==> config.mk <==
export PLATFORM = sky130hd
export DESIGN_NAME = approx_adder_err_sweep_ctrl
export DESIGN_NICKNAME = d
export VERILOG_FILES = /design/src/rtl/approx_adder_err_sweep_ctrl.sv
export SDC_FILE = /design/constraint.sdc
export NUM_CORES = 1
export LEC_CHECK = 0
export CORE_ASPECT_RATIO = 1.25
export CORE_MARGIN = 3
export CORE_UTILIZATION = 51
export DETAILED_ROUTE_END_ITERATION = 10
export PLACE_DENSITY = 0.77
export SYNTH_ARGS = -nofsm -noshare
export SYNTH_HDL_FRONTEND = slang
export SYNTH_SLANG_ARGS = --single-unit
export TNS_END_PERCENT = 20
==> constraint.sdc <==
create_clock -name clk -period 3.45 [get_ports clk]
set_input_delay 0.69 -clock clk [delete_from_list [all_inputs] [get_ports clk]]
set_output_delay 0.69 -clock clk [all_outputs]
set_load 0.01 [all_outputs]
==> src/rtl/approx_adder_err_sweep_ctrl.sv <==
// Operand sequencer and error-statistics collector for characterizing an external
// approximate adder: issues counter/LFSR operand pairs and accumulates error count, sum and max.
module approx_adder_err_sweep_ctrl #(
  parameter int WIDTH = 16,
  parameter int CNT_W = 16,
  parameter int ACC_W = WIDTH + 1 + CNT_W
) (
  input  logic             clk,
  input  logic             rst_n,
  input  logic             start,
  input  logic             mode,
  input  logic [31:0]      seed,
  input  logic [CNT_W-1:0] n_samples,
  output logic [WIDTH-1:0] op_a,
  output logic [WIDTH-1:0] op_b,
  output logic             op_valid,
  input  logic [WIDTH:0]   approx_sum,
  output logic             busy,
  output logic             done,
  output logic [CNT_W-1:0] err_count,
  output logic [ACC_W-1:0] sum_abs_err,
  output logic [WIDTH:0]   max_abs_err,
  output logic [WIDTH-1:0] max_a,
  output logic [WIDTH-1:0] max_b
);

  typedef enum logic [1:0] {IDLE, RUN, DRAIN, DONE} state_t;

  localparam logic [31:0] LFSR_TAPS = 32'h8020_0003;

  state_t           state_q, state_d;
  logic             drain_q, drain_d;
  logic             mode_q, mode_d;
  logic [CNT_W-1:0] rem_q, rem_d;
  logic [31:0]      g_q, g_d, g_adv, seed_eff;
  logic [WIDTH-1:0] op_a_q, op_a_d, op_b_q, op_b_d;
  logic             clear;

  logic             s1_valid_q, s1_valid_d;
  logic [WIDTH:0]   s1_exact_q, s1_exact_d, s1_approx_q, s1_approx_d;
  logic [WIDTH-1:0] s1_a_q, s1_a_d, s1_b_q, s1_b_d;
  logic             s2_valid_q, s2_valid_d;
  logic [WIDTH:0]   s2_abs_q, s2_abs_d;
  logic [WIDTH-1:0] s2_a_q, s2_a_d, s2_b_q, s2_b_d;
  logic signed [WIDTH+1:0] diff, diff_neg;

  logic [CNT_W-1:0] err_count_q, err_count_d;
  logic [ACC_W-1:0] sum_abs_err_q, sum_abs_err_d;
  logic [WIDTH:0]   max_abs_err_q, max_abs_err_d;
  logic [WIDTH-1:0] max_a_q, max_a_d, max_b_q, max_b_d;

  // An all-zero LFSR state would lock up, so a zero seed is swapped for all ones.
  assign seed_eff = (mode && (seed == 32'h0)) ? 32'hFFFF_FFFF : seed;
  assign g_adv    = mode_q ? ({1'b0, g_q[31:1]} ^ (g_q[0] ? LFSR_TAPS : 32'h0))
                           : (g_q + 32'd1);

  always_comb begin
    state_d = state_q;
    drain_d = drain_q;
    mode_d  = mode_q;
    rem_d   = rem_q;
    g_d     = g_q;
    op_a_d  = op_a_q;
    op_b_d  = op_b_q;
    clear   = 1'b0;
    case (state_q)
      IDLE: begin
        if (start) begin
          clear   = 1'b1;
          mode_d  = mode;
          rem_d   = n_samples;
          g_d     = seed_eff;
          drain_d = 1'b0;
          if (n_samples == '0) begin
            state_d = DRAIN;
          end else begin
            state_d = RUN;
            op_a_d  = seed_eff[WIDTH+15:16];
            op_b_d  = seed_eff[WIDTH-1:0];
          end
        end
      end
      RUN: begin
        rem_d = rem_q - CNT_W'(1);
        if (rem_q == CNT_W'(1)) begin
          state_d = DRAIN;
          drain_d = 1'b0;
        end else begin
          g_d    = g_adv;
          op_a_d = g_adv[WIDTH+15:16];
          op_b_d = g_adv[WIDTH-1:0];
        end
      end
      DRAIN: begin
        drain_d = 1'b1;
        if (drain_q) state_d = DONE;
      end
      DONE: state_d = IDLE;
      default: state_d = IDLE;
    endcase
  end

  assign op_valid = (state_q == RUN);
  assign busy     = (state_q != IDLE);
  assign done     = (state_q == DONE);

  // Difference is formed one bit wider than the sum so its sign is never lost.
  assign diff     = $signed({1'b0, s1_exact_q}) - $signed({1'b0, s1_approx_q});
  assign diff_neg = -diff;

  always_comb begin
    s1_valid_d  = op_valid;
    s1_exact_d  = s1_exact_q;
    s1_approx_d = s1_approx_q;
    s1_a_d      = s1_a_q;
    s1_b_d      = s1_b_q;
    if (op_valid) begin
      s1_exact_d  = {1'b0, op_a_q} + {1'b0, op_b_q};
      s1_approx_d = approx_sum;
      s1_a_d      = op_a_q;
      s1_b_d      = op_b_q;
    end
    s2_valid_d = s1_valid_q;
    s2_abs_d   = diff[WIDTH+1] ? diff_neg[WIDTH:0] : diff[WIDTH:0];
    s2_a_d     = s1_a_q;
    s2_b_d     = s1_b_q;
  end

  // Strict greater-than keeps the earliest sample on ties.
  always_comb begin
    err_count_d   = err_count_q;
    sum_abs_err_d = sum_abs_err_q;
    max_abs_err_d = max_abs_err_q;
    max_a_d       = max_a_q;
    max_b_d       = max_b_q;
    if (clear) begin
      err_count_d   = '0;
      sum_abs_err_d = '0;
      max_abs_err_d = '0;
      max_a_d       = '0;
      max_b_d       = '0;
    end else if (s2_valid_q) begin
      if (s2_abs_q != '0) err_count_d = err_count_q + CNT_W'(1);
      sum_abs_err_d = sum_abs_err_q + ACC_W'(s2_abs_q);
      if (s2_abs_q > max_abs_err_q) begin
        max_abs_err_d = s2_abs_q;
        max_a_d       = s2_a_q;
        max_b_d       = s2_b_q;
      end
    end
  end

  always_ff @(posedge clk or negedge rst_n) begin
    if (!rst_n) begin
      state_q       <= IDLE;
      drain_q       <= 1'b0;
      mode_q        <= 1'b0;
      rem_q         <= '0;
      g_q           <= '0;
      op_a_q        <= '0;
      op_b_q        <= '0;
      s1_valid_q    <= 1'b0;
      s1_exact_q    <= '0;
      s1_approx_q   <= '0;
      s1_a_q        <= '0;
      s1_b_q        <= '0;
      s2_valid_q    <= 1'b0;
      s2_abs_q      <= '0;
      s2_a_q        <= '0;
      s2_b_q        <= '0;
      err_count_q   <= '0;
      sum_abs_err_q <= '0;
      max_abs_err_q <= '0;
      max_a_q       <= '0;
      max_b_q       <= '0;
    end else begin
      state_q       <= state_d;
      drain_q       <= drain_d;
      mode_q        <= mode_d;
      rem_q         <= rem_d;
      g_q           <= g_d;
      op_a_q        <= op_a_d;
      op_b_q        <= op_b_d;
      s1_valid_q    <= s1_valid_d;
      s1_exact_q    <= s1_exact_d;
      s1_approx_q   <= s1_approx_d;
      s1_a_q        <= s1_a_d;
      s1_b_q        <= s1_b_d;
      s2_valid_q    <= s2_valid_d;
      s2_abs_q      <= s2_abs_d;
      s2_a_q        <= s2_a_d;
      s2_b_q        <= s2_b_d;
      err_count_q   <= err_count_d;
      sum_abs_err_q <= sum_abs_err_d;
      max_abs_err_q <= max_abs_err_d;
      max_a_q       <= max_a_d;
      max_b_q       <= max_b_d;
    end
  end

  assign op_a        = op_a_q;
  assign op_b        = op_b_q;
  assign err_count   = err_count_q;
  assign sum_abs_err = sum_abs_err_q;
  assign max_abs_err = max_abs_err_q;
  assign max_a       = max_a_q;
  assign max_b       = max_b_q;

endmodule
Word-level counts from Yosys, hierarchy flattened
Cells that the tools add are included.
- register bits: 299
- latch bits: 0
- RAM bits: 0
- ROM bits: 0
- bits of input ports: 69
- memories: 0
- add/sub/neg operators: 7
- $mul: 0
- divide/modulo/power cells: 0
- order comparisons: 1
- equality and inequality tests: 9
- shift operators: 0
- mux-type cells: 41
- bitwise gates (word level): 1
- reduce and logical (&&, ||, !) cells: 19
- operators by type and width (operator ; count):
    16-bit 2-to-1 mux ; 16
    32-bit 2-to-1 mux ; 5
    16-bit one-hot mux with 2 select lines ; 3
    17-bit 2-to-1 mux ; 4
    33-bit 2-to-1 mux ; 2
    32-bit one-hot mux with 2 select lines ; 1
    33-bit by 17-bit adder with 33-bit output ; 1
    32-bit by 1-bit adder with 32-bit output, second input constant ; 1
    32-bit logical NOT ; 1
    31-bit by 32-bit XOR with 32-bit output ; 1
    17-bit by 17-bit subtractor with 18-bit output ; 1
    16-bit by 16-bit adder with 17-bit output ; 1
    17-bit greater-than comparator ; 1
    17-bit negator ; 1
    17-bit nonzero test ; 1
    16-bit by 1-bit adder with 16-bit output, second input constant ; 1
    16-bit by 1-bit equality test with 1-bit output, second input constant ; 1
    16-bit logical NOT ; 1
    16-bit by 1-bit subtractor with 16-bit output, second input constant ; 1
    2-bit nonzero test ; 5
    3-bit AND reduction ; 3
    2-bit 2-to-1 mux ; 4
    2-bit != test, second input constant ; 4
    2-bit one-hot mux with 4 select lines ; 1
    10 further kinds ; 17

Longest topological paths before layout
Gate-level depths: netlist (run 1).
- depth in word-level cells: 6
- depth in mapped cells: 13
- depth with buffers taken out: 12

Worst setup path before layout (run 1)
OpenSTA, ideal clock, no wires.
- path kind: register to register
- from: reg s1_exact_q[0]
- to: reg s2_abs_q[16]
- data arrival time: 2.609 ns
- required time: 3.323 ns
- setup slack: 0.714 ns
- cell stages (with the launch flop): 13
- path buffers: 0
- period minus slack after synthesis: 2.736 ns
- path through: dfrtp_1 -> inv_1 -> ha_1 -> inv_1 -> fa_1 -> a211oi_2 -> o21ai_1 -> a41o_4 -> xnor2_4 -> nand4_4 -> nor4b_4 -> a41oi_1 -> xnor2_1
- cells in the longest elaborated chain, start to end: 3
- ends and longest elaborated chain (element ; RTL line ; RTL):
    from (decl) ; 40 ; logic [WIDTH:0] s1_exact_q, s1_exact_d, s1_approx_q, s1_approx_d;
    from (signal assigned) ; 185 ; s1_exact_q <= s1_exact_d;
    17-bit by 17-bit subtractor with 18-bit output (*) ; 108 ; assign diff = $signed({1'b0, s1_exact_q}) - $signed({1'b0, s1_approx_q});
    17-bit negator ; 109 ; assign diff_neg = -diff;
    17-bit 2-to-1 mux (*) ; 124 ; s2_abs_d = diff[WIDTH+1] ? diff_neg[WIDTH:0] : diff[WIDTH:0];
    via s2_abs_d[16] ; 43 ; logic [WIDTH:0] s2_abs_q, s2_abs_d;
    to (signal assigned) ; 190 ; s2_abs_q <= s2_abs_d;
    to (decl) ; 43 ;
The timed path passes the listed nets; every way through them passes the cells marked *.
A chain may end at the register's enable or synchronous reset.

Final worst setup path (run 1)
Ends and elaborated chain as after synthesis.

==> results.cfg, run 1 <==
[cts]
ctsLongestPathBuffers = 3
worstSkewPairLatency_ns = 0.57
post_cts_buffers = 0
cts_hold_buf = 0
htree_levels = 1
cts.reportedPaths.clkPinSlew_ns = 0.07
cts_resized = 0
cts-root-buf = clkbuf_16
numCtsBuffers = 30
clock_sinks = 299
cts_tree = done

[floorplanning]
io-pin-count = 202
die_area_sq_mm = 0.03360
start_util_pct = 52.44
core_sq_mm = 0.03056
die_x_microns = 164.6
rows = 71
die_h_microns = 204.2

[critical_path]
worstSetupPathType = reg2reg
critPathMaxFanout = 4
cp-endpoint = s2_abs_q[16]$_DFF_PN0_
reg2reg_from = s1_exact_q[0]$_DFFE_PN0P_
cp_data_arrival_time_ns = 3.51
r2r_slack_ns = 0.38
cp.required_ns = 3.88
start_kind = flop
cp-end-kind = flop
worst_r2r_endpoint = s2_abs_q[16]$_DFF_PN0_
ff2ff_path_depth = 12
cp-startpoint = s1_exact_q[0]$_DFFE_PN0P_

[sta]
tightest_slew_ns = 0.7093
layout_worst_path_cycle_share_pct = 89.11
setup_viol = 0
rsz0062_at_grt = false
drv_slew = 0
finalHoldViolCount = 0
min_period_ns = 3.074
hold_slack_ns = 0.05545
tns_ns = 0
relSlewSlack_pct = 52.71
finClkSkew_ns = 0.02509
fmax_mhz = 325.3

[pwr]
p_int_mw = 12.82
power_leakage_nw = 8.854
sequentialPowerShare_pct = 29.7
power_switching_mw = 9.331
power_frac_clock_pct = 16.7
netSwitchingFraction_pct = 42.12
vdd_drop_max_uv = 548.4
pwr_density_cell_mw_per_mm2 = 1125
power_frac_comb_pct = 53.6

[place]
gp_congestion = 0.8865
placed_area_sq_mm = 0.01855
io_buffers = 201
dp_hpwl_microns = 29690

[synthesis]
yosysUniqueCellTypes = 82
async_flop_share_pct = 100.0
syn_nets = 1748
postSynthCellCount = 1598
yosysTopAreaCell = dfrtp_1
synthesis.area_sq_mm = 0.01603
synth_seq_cells = 299
avgSynthCellArea_sq_um = 10.03
synth_seq_area_share_pct = 46.69
yosys-top-cells-area = dfrtp_1 47%, ha_1 6.1%, mux2_2 5.4%
synth_edf_count = 0
yosysTopAreaCellShare_pct = 46.69
synth_warnings = 0
synth_flop_cell = dfrtp_1

[route]
drc = 0
drt-total-wl_microns = 40850
ant_nets = 0
routed_via_density = 5.795
vias = 12831
wl_per_cell_microns = 18.45
drt_first_pass_iters = 5
first_iter_violations = 973

[final_layout]
finish.utilization_pct = 64.42
area.growth.synth_to_final_pct = 22.84
fin_nets = 1941
drive_gt1_share_pct = 10.04
layout_common_cells = 299 x dfrtp_1, 200 x clkdlybuf4s50_1, 169 x nor2_1
final_area_sq_mm = 0.01969
antenna_cells = 0
layout_commonest_cell = dfrtp_1

[global_routing]
grt_max_degree = 97
grt_pass1_wl_microns = 65580
gr-usage-all-layers_pct = 24.13
antenna_found_initial = 0
grt_pass1_vias = 12657
overflow = 0

[run_status]
status = finished, final reports clean

[hold_path]
hold_class = in2async

[flow_run]
maxCapViolCount = 0
[routing by layer]
metal  global-route usage (%)  vias up  part of all wire [%]
met1                    31.79     6274                    41
met2                    40.20      428                    49
li1                         -     6034                     -
met4                    9.829        0                   4.3
met5                        0        -                     0
met3                    3.243       95                   5.9
[cells by family (layout without fill, tap and decap cells)]
kind of cell	after synthesis	in the layout	share of synthesized area, %
adders and majority gates	81	81	6.465
AOI/OAI and AO/OA	354	354	13.66
muxes	144	144	9.596
and+or+nand+nor	487	487	14.65
DFF	299	299	46.69
buffers and inverters	135	350	3.342
xor gates and xnor gates	98	98	5.590
[worst min path at each step]
| stage | cells past startpoint | slack, ns | to | startpoint |
|---|---|---|---|---|
| global route | 1 | 0.07 | sum_abs_err[22]$_DFFE_PN0P_ | rst_n |
| finish | 1 | 0.06 | sum_abs_err[22]$_DFFE_PN0P_ | rst_n |
| global placement | 0 | 0.33 | s2_valid_q$_DFF_PN0_ | s1_valid_q$_DFF_PN0_ |
| detailed placement | 0 | 0.34 | s2_valid_q$_DFF_PN0_ | s1_valid_q$_DFF_PN0_ |
| floorplan | 0 | 0.33 | s2_valid_q$_DFF_PN0_ | s1_valid_q$_DFF_PN0_ |
| CTS | 1 | 0.06 | max_b[0]$_DFFE_PN0P_ | rst_n |
[worst max-delay path: stages, from the launching register on]
cell	delay [ns]
dfrtp_1	0.36
inv_1	0.11
ha_1	0.18
inv_1	0.05
fa_1	0.43
a211oi_2	0.27
o21ai_1	0.14
a41o_4	0.34
xnor2_4	0.20
nand4_4	0.14
nor4b_4	0.33
a41oi_1	0.18
xnor2_1	0.19
[state kept, by name (all words and copies together) (netlist names), 17 cells and up]
| name | cells |
|---|---|
| sum_abs_err | 33 |
| s1_exact_q | 17 |
| s2_abs_q | 17 |
| s1_approx_q | 17 |
| max_abs_err | 17 |
| g_q | 32 |
[stage by stage]
step	total power [mW]	setup slack, ns	cells
2_1_floorplan	14.68	0.7144	1598
5_1_grt	23.78	0.08629	2214
4_1_cts	22.18	0.3706	2214
3_5_place_dp	18.35	0.2954	2160
3_3_place_gp	17.84	0.3339	2160
6_report	22.15	0.3756	2214
[power by group through the flow]
stage               sequential [mW]  clock (mW)  combinational, mW
floorplan                      6.20           0               8.48
global placement               6.52           0               11.3
detailed placement             6.59           0               11.8
CTS                            6.55        3.77               11.9
global route                   6.73        3.91               13.1
finish                         6.58        3.71               11.9
[cell usage after synthesis, types with 8 or more instances]
cell type,number
o22ai_1,14
a21o_1,21
nand4_1,20
inv_1,68
buf_2,17
or3_1,11
and2_1,9
o21ai_1,20
nand2_1,136
xnor2_1,51
nand2b_1,8
a21oi_1,111
nand3_1,28
and3_1,21
nor4_1,15
xor2_1,45
mux2_2,77
dfrtp_1,299
o21ai_0,97
clkbuf_1,41
nor3_1,27
nor2_1,169
o21a_1,8
mux2i_1,67
ha_1,78
[final cells by class]
| class | count | area, sq um |
|---|---|---|
| sequential | 299 | 7482 |
| timing repair buffer | 227 | 2287 |
| tap | 401 | 501.7 |
| clock buffer | 38 | 790.8 |
| inverter | 69 | 259.0 |
| clock inverter | 16 | 340.3 |
| fill | 2429 | 10870 |
| multi-input combinational | 1164 | 8024 |
Note: power is estimated with default switching activity, not from simulation.
==> inputs of run 2 (changes only) <==
CORE_UTILIZATION = 56   (was 51)
PLACE_DENSITY = 0.83   (was 0.77)
clock period = 3.2 ns   (was 3.45 ns; I/O delays follow)
==> run 2 against run 1 <==
Net effect: via count grew 2.1%; total power increased by 8.5%; sequential power up 7.8%; first-iteration DRC count up 0.41%; count of clock-buffer cells in the layout up 2; cell area barely moved; highest routed layer unchanged.
==> results.cfg, run 2 (synthesis results as in run 1) <==
[pwr]
power_frac_clock_pct = 16.6
pwr_density_cell_mw_per_mm2 = 1220
sequentialPowerShare_pct = 29.5
netSwitchingFraction_pct = 42.40
power_switching_mw = 10.19
vdd_drop_max_uv = 735.3
power_leakage_nw = 8.899
p_int_mw = 13.84
power_frac_comb_pct = 53.9

[critical_path]
cp-end-kind = flop
cp.required_ns = 3.64
worstSetupPathType = reg2reg
start_kind = flop
critPathMaxFanout = 4
cp_data_arrival_time_ns = 3.48

[global_routing]
grt_pass1_vias = 13110
grt_max_degree = 73
overflow = 0
gr-usage-all-layers_pct = 26.57
antenna_found_initial = 0
grt_pass1_wl_microns = 66640

[floorplanning]
core_sq_mm = 0.02791
rows = 68
die_area_sq_mm = 0.03069
start_util_pct = 57.42
die_x_microns = 157.3
io-pin-count = 202
die_h_microns = 195.1

[place]
io_buffers = 201
placed_area_sq_mm = 0.01854
dp_hpwl_microns = 29330
gp_congestion = 0.9106

[sta]
layout_worst_path_cycle_share_pct = 95.27
tightest_slew_ns = 0.8853
tns_ns = 0
finClkSkew_ns = 0.02231
fmax_mhz = 328.0
relSlewSlack_pct = 40.98
hold_slack_ns = 0.03668
drv_slew = 0
min_period_ns = 3.049
finalHoldViolCount = 0
rsz0062_at_grt = false
setup_viol = 0

[route]
vias = 13095
wl_per_cell_microns = 19.12
routed_via_density = 6.035
drc = 0
ant_nets = 0
drt_first_pass_iters = 5
drt-total-wl_microns = 41480
first_iter_violations = 977

[final_layout]
fin_nets = 1946
area.growth.synth_to_final_pct = 22.94
nFillCells = 2004
layout_common_cells = 299 x dfrtp_1, 200 x clkdlybuf4s50_1, 169 x nor2_1
largest_register_ffs = 33
antenna_cells = 0
multi_input_area_sq_mm = 0.008039
final_area_sq_mm = 0.01970
layout_commonest_cell = dfrtp_1
drive_gt1_share_pct = 10.77
seq_area_sq_mm = 0.007482

[cts]
cts.reportedPaths.clkPinSlew_ns = 0.07
cts_resized = 0
numCtsBuffers = 30
cts_hold_buf = 0
cts-root-buf = clkbuf_16
worstSkewPairLatency_ns = 0.57
htree_levels = 1
post_cts_buffers = 0
cts_tree = done
clock_sinks = 299
ctsLongestPathBuffers = 3

[flow_run]
maxCapViolCount = 0

[run_status]
status = finished, final reports clean

[hold_path]
hold_class = in2async
-- run 2: worst max-delay path, stage by stage, from the launching register on --
cell      delay, ns
dfrtp_1        0.43
ha_1           0.21
inv_1          0.07
fa_2           0.40
a211oi_4       0.30
o21ai_1        0.14
a41o_4         0.34
xnor2_4        0.20
nand4_4        0.14
nor4b_4        0.32
a41oi_1        0.18
xnor2_1        0.18
-- run 2: power by group through the flow --
stage / clock (mW) / combinational [mW] / sequential, mW
CTS: 4.06 / 12.8 / 7.04
finish: 4.00 / 12.9 / 7.09
detailed placement: 0 / 12.6 / 7.07
global route: 4.19 / 14.2 / 7.25
floorplan: 0 / 9.14 / 6.69
global placement: 0 / 12.1 / 7.00
-- run 2: path summary, 6_finish.rpt --
check | startpoint | endpoint | slack, ns | cells after the start
min in group clk | s1_valid_q$_DFF_PN0_ | s2_valid_q$_DFF_PN0_ | 0.35 | 0
max in group asynchronous | rst_n | rem_q[4]$_DFFE_PN0P_ | 2.40 | 2
hold / removal | rst_n | sum_abs_err[22]$_DFFE_PN0P_ | 0.04 | 1
setup / recovery | s1_approx_q[0]$_DFFE_PN0P_ | s2_abs_q[16]$_DFF_PN0_ | 0.15 | 11
hold reg to reg | s1_valid_q$_DFF_PN0_ | s2_valid_q$_DFF_PN0_ | 0.35 | 0
setup reg to reg | s1_approx_q[0]$_DFFE_PN0P_ | s2_abs_q[16]$_DFF_PN0_ | 0.15 | 11
-- run 2: per-stage QoR --
step	cells	power, mW	setup WS, ns	util [%]
finish	2170	24.03	0.1514	70.60
global route	2170	25.68	0.003095	70.60
CTS	2170	23.92	0.1426	70.54
detailed placement	2114	19.72	-0.03059	66.44
global placement	2114	19.13	-0.03408	66.44
floorplan	1598	15.83	0.4644	-
-- run 2: routing by layer --
layer  up-vias  GRT usage [%]  share of wire, %
met4         0          10.06               4.1
met3       105          3.370               6.9
met2       562          44.94                49
li1       6057              -                 -
met5         -              0                 0
met1      6371          34.91                40
-- run 2: layout make-up --
type / instances / share of cell area, %
multi-input cells: 1164 / 40.80
flip-flops and latches: 299 / 37.98
repair buffers: 232 / 11.86
clock buffers: 40 / 4.407
well taps: 350 / 2.223
clock inverters: 16 / 1.410
inverters: 69 / 1.315
==> inputs of run 3 (changes only) <==
CORE_MARGIN = 2   (was 3)
MAX_ROUTING_LAYER = met4   (was unset)
==> run 3 against run 2 <==
Net effect: total power down 0.79%; critical path type unchanged; sequential power hardly changed; sequential share of layout area rose by 0.20 points.
==> results.cfg, run 3 (synthesis results as in run 1) <==
[sta]
finClkSkew_ns = 0.01510
tightest_slew_ns = 0.9742
drv_slew = 0
setup_viol = 0
relSlewSlack_pct = 35.05
min_period_ns = 3.052
finalHoldViolCount = 0
fmax_mhz = 327.6
layout_worst_path_cycle_share_pct = 95.38

[critical_path]
cp.required_ns = 3.64
cp_data_arrival_time_ns = 3.49
worstSetupPathType = reg2reg
r2r_slack_ns = 0.15
start_kind = flop
cp-end-kind = flop
critPathMaxFanout = 4

[route]
wl_per_cell_microns = 19.01
ant_nets = 0
first_iter_violations = 847
routed_via_density = 6.011
vias = 13073
drt_first_pass_iters = 5
drt-total-wl_microns = 41350
drc = 0

[global_routing]
antenna_found_initial = 0
gr-usage-all-layers_pct = 27.89
grt_max_degree = 94
grt_pass1_vias = 12619
overflow = 0
grt_pass1_wl_microns = 65210

[floorplanning]
core_sq_mm = 0.02832
start_util_pct = 56.59
die_area_sq_mm = 0.02999
die_h_microns = 193.1
io-pin-count = 202
die_x_microns = 155.3
rows = 69

[final_layout]
instances_no_fill = 2175
layout_commonest_cell = dfrtp_1
area.growth.synth_to_final_pct = 22.28
antenna_cells = 0
layout_common_cells = 299 x dfrtp_1, 200 x clkdlybuf4s50_1, 169 x nor2_1
fin_nets = 1949
final_area_sq_mm = 0.01960
largest_register_ffs = 33
drive_gt1_share_pct = 10.66

[place]
dp_hpwl_microns = 29360
io_buffers = 201
post-place-cells = 2120
placed_area_sq_mm = 0.01855
gp_congestion = 0.8968

[cts]
cts.reportedPaths.clkPinSlew_ns = 0.06
cts-root-buf = clkbuf_16
cts_tree = done
worstSkewPairLatency_ns = 0.57
htree_levels = 1
numCtsBuffers = 29
clock_sinks = 299
post_cts_buffers = 0
ctsLongestPathBuffers = 3
cts_resized = 0
cts_hold_buf = 0

[pwr]
vdd_drop_max_uv = 634.9
power_leakage_nw = 8.867
pwr_density_cell_mw_per_mm2 = 1217

[flow_run]
maxCapViolCount = 0

[run_status]
status = finished, final reports clean

[hold_path]
hold_class = in2async
[run 3: changes by cell type in the layout (fill, tap and decap cells not counted)]
cell	previous run	this run
inv_6	0	1
buf_4	24	28
clkinvlp_4	3	1
a211oi_1	5	6
inv_16	0	1
fa_1	2	3
a211oi_4	1	0
clkbuf_8	8	4
bufinv_16	7	5
clkinv_8	1	0
clkbuf_16	30	29
fa_2	1	0
clkinv_2	4	9
clkinv_4	1	0
[run 3: routing by layer]
metal	part of all wire, %	up-vias	routed length (microns)	global-route usage (%)
li1	-	6045	-	-
met1	41	6394	16760	34.76
met2	49	515	20270	46.58
met3	6.1	119	2533	3.375
met4	4.3	0	1788	11.64
met5	0	-	0	-
[run 3: worst paths after layout]
check / cells past startpoint / end / startpoint
max: 12 / s2_abs_q[16]$_DFF_PN0_ / s1_exact_q[0]$_DFFE_PN0P_
min: 1 / sum_abs_err[22]$_DFFE_PN0P_ / rst_n
max reg2reg: 12 / s2_abs_q[16]$_DFF_PN0_ / s1_exact_q[0]$_DFFE_PN0P_
min reg2reg: 0 / s2_valid_q$_DFF_PN0_ / s1_valid_q$_DFF_PN0_
max in group asynchronous: 2 / s1_exact_q[15]$_DFFE_PN0P_ / rst_n
min in group clk: 0 / s2_valid_q$_DFF_PN0_ / s1_valid_q$_DFF_PN0_
[run 3: cell type report]
cell class | instances | area (sq um)
multi-input combinational | 1164 | 8024
clock inverter | 17 | 231.5
fill | 2059 | 8721
inverter | 69 | 259.0
clock buffer | 35 | 788.3
timing repair buffer | 236 | 2367
sequential | 299 | 7482
tap | 355 | 444.2
[run 3: metrics by stage]
| step | hold slack (ns) | total power, mW | setup TNS [ns] | setup WS (ns) | utilization (%) |
|---|---|---|---|---|---|
| 4_1_cts | 0.09286 | 23.64 | 0 | 0.1141 | 69.12 |
| 3_3_place_gp | 0.3327 | 19.20 | -2.730 | -0.09089 | 65.52 |
| 3_5_place_dp | 0.3358 | 19.81 | -4.040 | -0.1319 | 65.52 |
| 5_1_grt | 0.1245 | 25.47 | -0.02341 | -0.02341 | 69.20 |
| 6_report | 0.07148 | 23.84 | 0 | 0.1478 | 69.20 |
| 2_1_floorplan | 0.3312 | 15.83 | 0 | 0.4644 | - |
[run 3: critical path, cell delays in order, from the launching register on]
cell,delay (ns)
dfrtp_1,0.38
inv_1,0.10
ha_1,0.18
inv_1,0.05
fa_1,0.44
a211oi_2,0.29
o21ai_1,0.15
a41o_4,0.35
nand4_1,0.09
o311a_1,0.25
nor4b_4,0.28
a41oi_1,0.19
xnor2_1,0.19
[run 3: power breakdown]
group | leakage [nW] | total, mW | switching (mW) | internal [mW]
sequential | 3.71 | 7.12 | 1.64 | 5.48
clock | 0.509 | 3.65 | 1.49 | 2.16
combinational | 4.65 | 13.1 | 7.07 | 6.00
